[src/rtl/regfile_pkg.sv]
// regfile_pkg
//   Shared definitions for the ProjectB register file, write-back mux and
//   controller. It holds the default word and address widths, the register
//   file depth, and the word/address typedefs used across the datapath.
package regfile_pkg;

   localparam int DATA_W  = 16;
   localparam int ADDR_W  = 4;
   localparam int RF_DEPTH = 2 ** ADDR_W;

   typedef logic [DATA_W-1:0] rf_word_t;
   typedef logic [ADDR_W-1:0] rf_addr_t;

   // Read-during-write bypass is taken when a write to the same address
   // lands on the same edge as the read request.
   function automatic logic rfBypassHit(input logic wEn, input rf_addr_t wAddr,
                                        input rf_addr_t rAddr);
      return wEn && (wAddr == rAddr);
   endfunction

endpackage

[src/rtl/rf_read_port.sv]
// rf_read_port
//   One registered read port of the register file, with read-during-write
//   bypass. Instantiated once per read port by register_file.
//
//   Ports:
//     Clk, ResetN      clock and asynchronous active-low reset
//     en, addr         read request and read address
//     mem              flat view of the storage array (entry i = register i)
//     W_en, W_addr,
//     W_data           the write port, used for the bypass compare
//     r_data           registered read data (holds when no request)
//     r_valid          one-cycle pulse per accepted request
module rf_read_port
   import regfile_pkg::*;
#(
   parameter int DATA_W = regfile_pkg::DATA_W,
   parameter int ADDR_W = regfile_pkg::ADDR_W,
   parameter int DEPTH  = 2 ** ADDR_W
) (
   input  logic                          Clk,
   input  logic                          ResetN,
   input  logic                          en,
   input  logic [ADDR_W-1:0]             addr,
   input  logic [DEPTH-1:0][DATA_W-1:0]  mem,
   input  logic                          W_en,
   input  logic [ADDR_W-1:0]             W_addr,
   input  logic [DATA_W-1:0]             W_data,
   output logic [DATA_W-1:0]             r_data,
   output logic                          r_valid
);

   logic bypassHit;

   // Detect a write to the address being read on this same edge. When that
   // happens the storage flops still hold the old word, so the fresh W_data
   // must be steered straight into the read-data flop instead.
   always_comb begin
      bypassHit = W_en && (W_addr == addr);
   end

   // Read-data and valid flops. Data only updates on a request so it holds
   // its last value between reads; valid simply follows the request so it
   // is high for exactly one cycle per request, back-to-back included.
   always_ff @(posedge Clk or negedge ResetN) begin
      if (!ResetN) begin
         r_data  <= '0;
         r_valid <= 1'b0;
      end else begin
         r_valid <= en;
         if (en) begin
            r_data <= bypassHit ? W_data : mem[addr];
         end
      end
   end

endmodule

[src/rtl/register_file.sv]
// register_file
//   16 x 16-bit register file for the ProjectB datapath. It takes write-back
//   data from the write-data select mux and feeds both ALU operands through
//   two independent registered read ports, each with read-during-write bypass.
//
//   Ports:
//     Clk, ResetN           clock and asynchronous active-low reset
//     W_en, W_addr, W_data  synchronous write port
//     RA_en, RA_addr        port A read request
//     RB_en, RB_addr        port B read request
//     Ra_data, Ra_valid     port A registered data and one-cycle valid
//     Rb_data, Rb_valid     port B registered data and one-cycle valid
module register_file
   import regfile_pkg::*;
#(
   parameter int DATA_W = regfile_pkg::DATA_W,
   parameter int ADDR_W = regfile_pkg::ADDR_W
) (
   input  logic              Clk,
   input  logic              ResetN,
   input  logic              W_en,
   input  logic [ADDR_W-1:0] W_addr,
   input  logic [DATA_W-1:0] W_data,
   input  logic              RA_en,
   input  logic [ADDR_W-1:0] RA_addr,
   input  logic              RB_en,
   input  logic [ADDR_W-1:0] RB_addr,
   output logic [DATA_W-1:0] Ra_data,
   output logic [DATA_W-1:0] Rb_data,
   output logic              Ra_valid,
   output logic              Rb_valid
);

   localparam int DEPTH = 2 ** ADDR_W;

   logic [DEPTH-1:0][DATA_W-1:0] storage;

   // Storage array and write port. Every register is writable (no hardwired
   // zero) and reset clears the whole array so a read right after reset
   // returns zero from any address.
   always_ff @(posedge Clk or negedge ResetN) begin
      if (!ResetN) begin
         storage <= '0;
      end else if (W_en) begin
         storage[W_addr] <= W_data;
      end
   end

   // Port A: feeds the first ALU operand.
   rf_read_port #(
      .DATA_W (DATA_W),
      .ADDR_W (ADDR_W),
      .DEPTH  (DEPTH)
   ) portA (
      .Clk     (Clk),
      .ResetN  (ResetN),
      .en      (RA_en),
      .addr    (RA_addr),
      .mem     (storage),
      .W_en    (W_en),
      .W_addr  (W_addr),
      .W_data  (W_data),
      .r_data  (Ra_data),
      .r_valid (Ra_valid)
   );

   // Port B: feeds the second ALU operand, fully independent of port A.
   rf_read_port #(
      .DATA_W (DATA_W),
      .ADDR_W (ADDR_W),
      .DEPTH  (DEPTH)
   ) portB (
      .Clk     (Clk),
      .ResetN  (ResetN),
      .en      (RB_en),
      .addr    (RB_addr),
      .mem     (storage),
      .W_en    (W_en),
      .W_addr  (W_addr),
      .W_data  (W_data),
      .r_data  (Rb_data),
      .r_valid (Rb_valid)
   );

endmodule

[config.mk]
export PLATFORM = sky130hd
export DESIGN_NAME = register_file
export DESIGN_NICKNAME = d
export VERILOG_FILES = /design/src/rtl/regfile_pkg.sv /design/src/rtl/rf_read_port.sv /design/src/rtl/register_file.sv
export SDC_FILE = /design/constraint.sdc
export NUM_CORES = 1
export LEC_CHECK = 0
export BUFFER_PORTS_ARGS = -buffer_cell sky130_fd_sc_hd__buf_4
export CAP_MARGIN = 10
export CORE_AREA = 2 2 212 214
export DETAILED_ROUTE_END_ITERATION = 6
export DIE_AREA = 0 0 214 216
export GPL_ROUTABILITY_DRIVEN = 1
export MAX_ROUTING_LAYER = met4
export PLACE_DENSITY = 0.59
export SYNTH_ARGS = -nofsm -noshare
export SYNTH_HDL_FRONTEND = slang
export SYNTH_SLANG_ARGS = --single-unit
[constraint.sdc]
create_clock -name Clk -period 4.2 [get_ports Clk]
set_clock_uncertainty 0.2 [all_clocks]
set_input_delay 0.63 -clock Clk [delete_from_list [all_inputs] [get_ports Clk]]
set_output_delay 0.63 -clock Clk [all_outputs]
set_load 0.01 [all_outputs]
# Word-level counts from Yosys, hierarchy flattened
# Cells that the tools add are included.
# word_totals
regBits,290
latchBits,0
mem_bits_rw,0
mem_bits_ro,0
output_inout_bits,34
wordCells,38
mem_count,0
# classes
addsub,0
n_mul,0
n_div,0
magnitude_cmp,4
eq_ne,2
shift,0
muxes,9
n_bitwise,0
reduce_logical,3
# ops
cell,n
$bwmux 256,1
$bmux 16 s4,2
$mux 16,5
$demux 16 s4,1
$lt 4x5->1 const B,3
$eq 4x4->1,2
$ge 4x1->1 const B,1
$logic_and 1x1->1,3

# Logic depth before layout (Yosys ltp)
# depth
depth_word,5
ltp_mapped,7

# Cells and area by module
# A second synthesis with hierarchy kept.
# hier_totals
hier_cells,1109
area_unflattened_um2,15951.5
# by_module_without_submodules
module,n_inst,cells_each,area_each_um2,seq_area_each_um2
register_file,1,573,9778.1,6406.1
rf_read_port,2,268,3086.7,425.4

# Worst setup path after synthesis
# Ideal clock, no wire load.
# synth_timing
path_kind,input port to flip-flop
start,in RB_addr[1]
end,reg portB.r_data[10]
setup_ns,0.130
arrival_ns,1.884
setup_slack_ns,1.987
path_stages,6
n_path_buf,3
cell_sequence,buf_2 buf_6 buf_4 mux4_2 o21ai_0 a31oi_1
# synth_between
elab_chain_cells,3
elab_cells_between_ends,5
classes_between,eq/ne (1); mux (3); reduce/logical (1)
# synth_lines
element,line_no,rtl
start: declaration,register_file.sv:27,"input logic [ADDR_W-1:0] RB_addr,"
$bmux 16 s4 or $eq 4x4->1 (tied branches),"rf_read_port.sv:51, rf_read_port.sv:38",
$mux 16 (not written as such) or $logic_and 1x1->1 (tied branches),"rf_read_port.sv:51, rf_read_port.sv:38",
$mux 16 *,rf_read_port.sv:51,r_data <= bypassHit ? W_data : mem[addr];
end signal: assignment,rf_read_port.sv:51,
end: declaration,rf_read_port.sv:28,"output logic [DATA_W-1:0] r_data,"
# Every way passes the cells marked *; elsewhere a longest branch is shown, timed or not. The select of a mux whose other input is x is not followed.
# A chain may end at the register's enable or synchronous reset.

# Worst setup path after layout
# layout_timing
start,in RA_addr[1]
end,reg portA.r_data[6]
# layout_between
elab_chain_cells,3
elab_cells_between_ends,5
classes_between,eq/ne (1); mux (3); reduce/logical (1)
# layout_lines
element,line_no,rtl
start: declaration,register_file.sv:25,"input logic [ADDR_W-1:0] RA_addr,"
$bmux 16 s4 or $eq 4x4->1 (tied branches),"rf_read_port.sv:51, rf_read_port.sv:38",
$mux 16 (not written as such) or $logic_and 1x1->1 (tied branches),"rf_read_port.sv:51, rf_read_port.sv:38",
$mux 16 *,rf_read_port.sv:51,
end signal: assignment,rf_read_port.sv:51,
end: declaration,rf_read_port.sv:28,
# Marks and branches as above.

==> impl_metrics.csv <==
group,metric,value,unit
die,io_pins,67,
critical_path,worstRegToRegCells,4,
die,initial_core_util,0.3460,
yosys,synthSimpleGateAreaFrac,0.05386,
timing,finalCriticalPeriod,2333,ps
timing,fmax,428.7,MHz
critical_path,cp_num_buf_inv,2,
route,viasPerCell,5.710,
critical_path,crit_slowest_cell,"buf_4",
clock_tree,clkLatencyLatePin,570,ps
timing,rsz0062_at_grt,"false",
timing,min_period_over_period,0.5554,
route,ant_nets,0,
yosys,synth_top_area_frac,0.4784,
min_path,hold_path_class,"in -> async",
finish,instances_no_fill,1829,
global_routing,grt_pass1_vias,10800,
pwr,power.static_leakage,0.007426,uW
route,post_drt_wl_per_cell,25.11,um
placed_design,post-place-cells,1775,
critical_path,ff2ff_setup_slack,2500,ps
global_routing,antenna_found_initial,0,
critical_path,reg2reg_from,"storage[247]",
die,die_width,214,um
finish,drive_above_1_share,0.3557,
die,fp.dieH,216,um
timing,tightest_slew,1126,ps
yosys,synth_seq_area_share,0.4784,
yosys,yosysMostFrequentCell,"dfrtp_1",
yosys,synthAdderAreaFrac,0,
placed_design,io_buffers,66,
clock_tree,cts_tree,"done",
yosys,syn-cell-area,15170,um2
outcome,status,"finished, violations left",
yosys,async_reset_ff_frac,1.000,
critical_path,worstReg2RegEnd,"portB.r_data[7]",
placed_design,hpwl,27640,um
global_routing,gr-total-overflow,0,
clock_tree,cts_root_buffer,"clkbuf_16",
outcome,failed_checks,"hold timing",
critical_path,crit_path_max_incr_delay,550,ps
route,drc,0,
clock_tree,cts_sinks,290,
yosys,synth_top_family_by_area,"multiplexers",
finish,areaGrowthSynthToFinish,13.31,%
critical_path,crit_family,"buffers and inverters",
die,num_rows,77,
global_routing,grtUsageTotal,0.2060,
yosys,synth_compound_area_frac,0.09651,
critical_path,critPathArrivalTime,2570,ps
critical_path,worstPathRequired,4430,ps
yosys,synth_area_leader_cell,"dfrtp_1",
clock_tree,clk_pin_slew,60,ps
timing,final_hold_viol_count,8,
yosys,synth_warnings,0,
clock_tree,cts_hold_buf,0,
yosys,synth-seq-cells,290,
route,drt-initial-drc-count,782,
yosys,netlist_instances,1202,
yosys,synth_ff_type,"dfrtp_1",
finish,n_antenna_cell,0,
critical_path,path_cells,"buf_4, buf_4, mux4_2, mux2_2, nand2_1, a31oi_1",
route,routed_wl,45940,um
yosys,synth-edff-count,0,
route,vias,10440,
yosys,synthMuxAreaShare,0.3273,
critical_path,end_kind,"flip-flop",
clock_tree,htreeDepth,1,
global_routing,grt_first_pass_wirelength,70410,um
timing,relSlewSlack,0.2475,
clock_tree,cts_resized,0,
yosys,syn_nets,1235,
pwr,irDropWorstVdd,299.9,uV
yosys,synth-xor-area-share,0.004619,
yosys,avgSynthCellArea,12.62,um2
pwr,total_power,8300,uW
die,die_area,46220,um2
yosys,synth_commonest_cells,"dfrtp_1 (290), mux2_2 (181), nand2_1 (130), mux4_2 (96), o21ai_0 (80)",
run,max_cap_violations,0,
global_routing,grt_max_degree,124,
critical_path,critPathKind,"in -> reg",
yosys,synthTopCellsByArea,"dfrtp_1 (48%), mux4_2 (14%), mux2_2 (13%), mux2i_1 (4.2%), nand2_1 (3.2%)",
pwr,power_density,482.9,nW/um2
timing,fin_setup_tns,0,ps
timing,setup_viol,0,
timing,whs,-11.51,ps
clock_tree,numCtsBuffers,30,
critical_path,worst-path-max-fanout,33,
yosys,synthDistinctLibCells,31,
clock_tree,postCtsSetupBuffers,0,
critical_path,critPathLaunchType,"input pin",
route,drt_pre_antenna_iters,5,
timing,drv_slew,0,
die,fp.coreArea,43840,um2
finish,fin_nets,1248,
clock_tree,cts_max_path_buffers,3,
placed_design,globalplace.congestion,0.8190,
critical_path,crit_top_cell,"buf_4",
[stage by stage]
stage	area, um2	setup WS, ps	utilization
after floorplan	15170	1987	-
after global placement	16220	1273	0.3701
after detailed placement	16220	1230	0.3701
after CTS	17190	1831	0.3921
after global routing	17190	1744	0.3921
final	17190	1867	0.3921
[cell families after synthesis]
group / Yosys count
muxes: 352
DFF: 290
AOI/OAI and AO/OA: 226
and+or+nand+nor: 192
buffers and inverters: 134
xor gates and xnor gates: 8
[layout by cell type, fill, tap and decap left out, types with 2 or more instances in the layout]
cell / count
o21ai_1: 48
buf_4: 91
a31oi_1: 32
clkbuf_8: 9
nand2_1: 130
mux4_2: 96
buf_12: 5
mux2_2: 181
mux2_1: 11
inv_1: 17
and2_1: 2
xnor2_1: 2
nor2_1: 33
nor2_4: 7
o21ai_0: 80
nand3b_1: 3
nor3_4: 2
dfrtp_1: 290
xor2_1: 6
nand2b_1: 2
a41o_1: 32
mux2i_1: 64
nor2b_1: 2
a221oi_1: 32
clkinv_2: 6
a21boi_2: 2
clkbuf_16: 31
or3_1: 2
nor2_2: 4
clkbuf_1: 7
[sequential cells by signal, indices dropped and copies added, names as in the netlist]
name / flops
portA.r_valid: 1
portB.r_data: 16
portA.r_data: 16
portB.r_valid: 1
storage: 256
[metal layers]
metal,track usage,vias up,wire length (um)
li1,-,4549,-
met1,0.2649,5462,19820
met2,0.3427,339,22670
met3,0.02030,94,2089
met4,0.06900,0,1356
met5,-,-,0
[worst max-delay path by stage]
stage	from	end	slack, ps	cells past startpoint
4_1_cts	RA_addr[1]	portA.r_data[6]	1830	6
3_3_place_gp	RA_addr[1]	portA.r_data[12]	1270	6
3_5_place_dp	RA_addr[1]	portA.r_data[6]	1230	6
5_1_grt	RA_addr[1]	portA.r_data[12]	1740	6
6_report	RA_addr[1]	portA.r_data[6]	1870	6
2_1_floorplan	RB_addr[1]	portB.r_data[10]	1990	6
[report_power, final]
group | internal (uW) | leakage [uW] | switching, uW
Sequential | 3400 | 0.00358 | 471
Clock | 1500 | 0.000479 | 1130
Combinational | 1030 | 0.00337 | 764
Total | 5930 | 0.00743 | 2370
[final cells by class]
class / instances / area (um2)
fillers: 4144 / 26650
multi-input cells: 778 / 7360
flip-flops and latches: 290 / 7257
clock buffers: 47 / 925.9
repair buffers: 97 / 798.3
well taps: 592 / 740.7
inverters: 18 / 67.56
clock inverters: 7 / 37.54
Note: power is estimated with default switching activity, not from simulation.
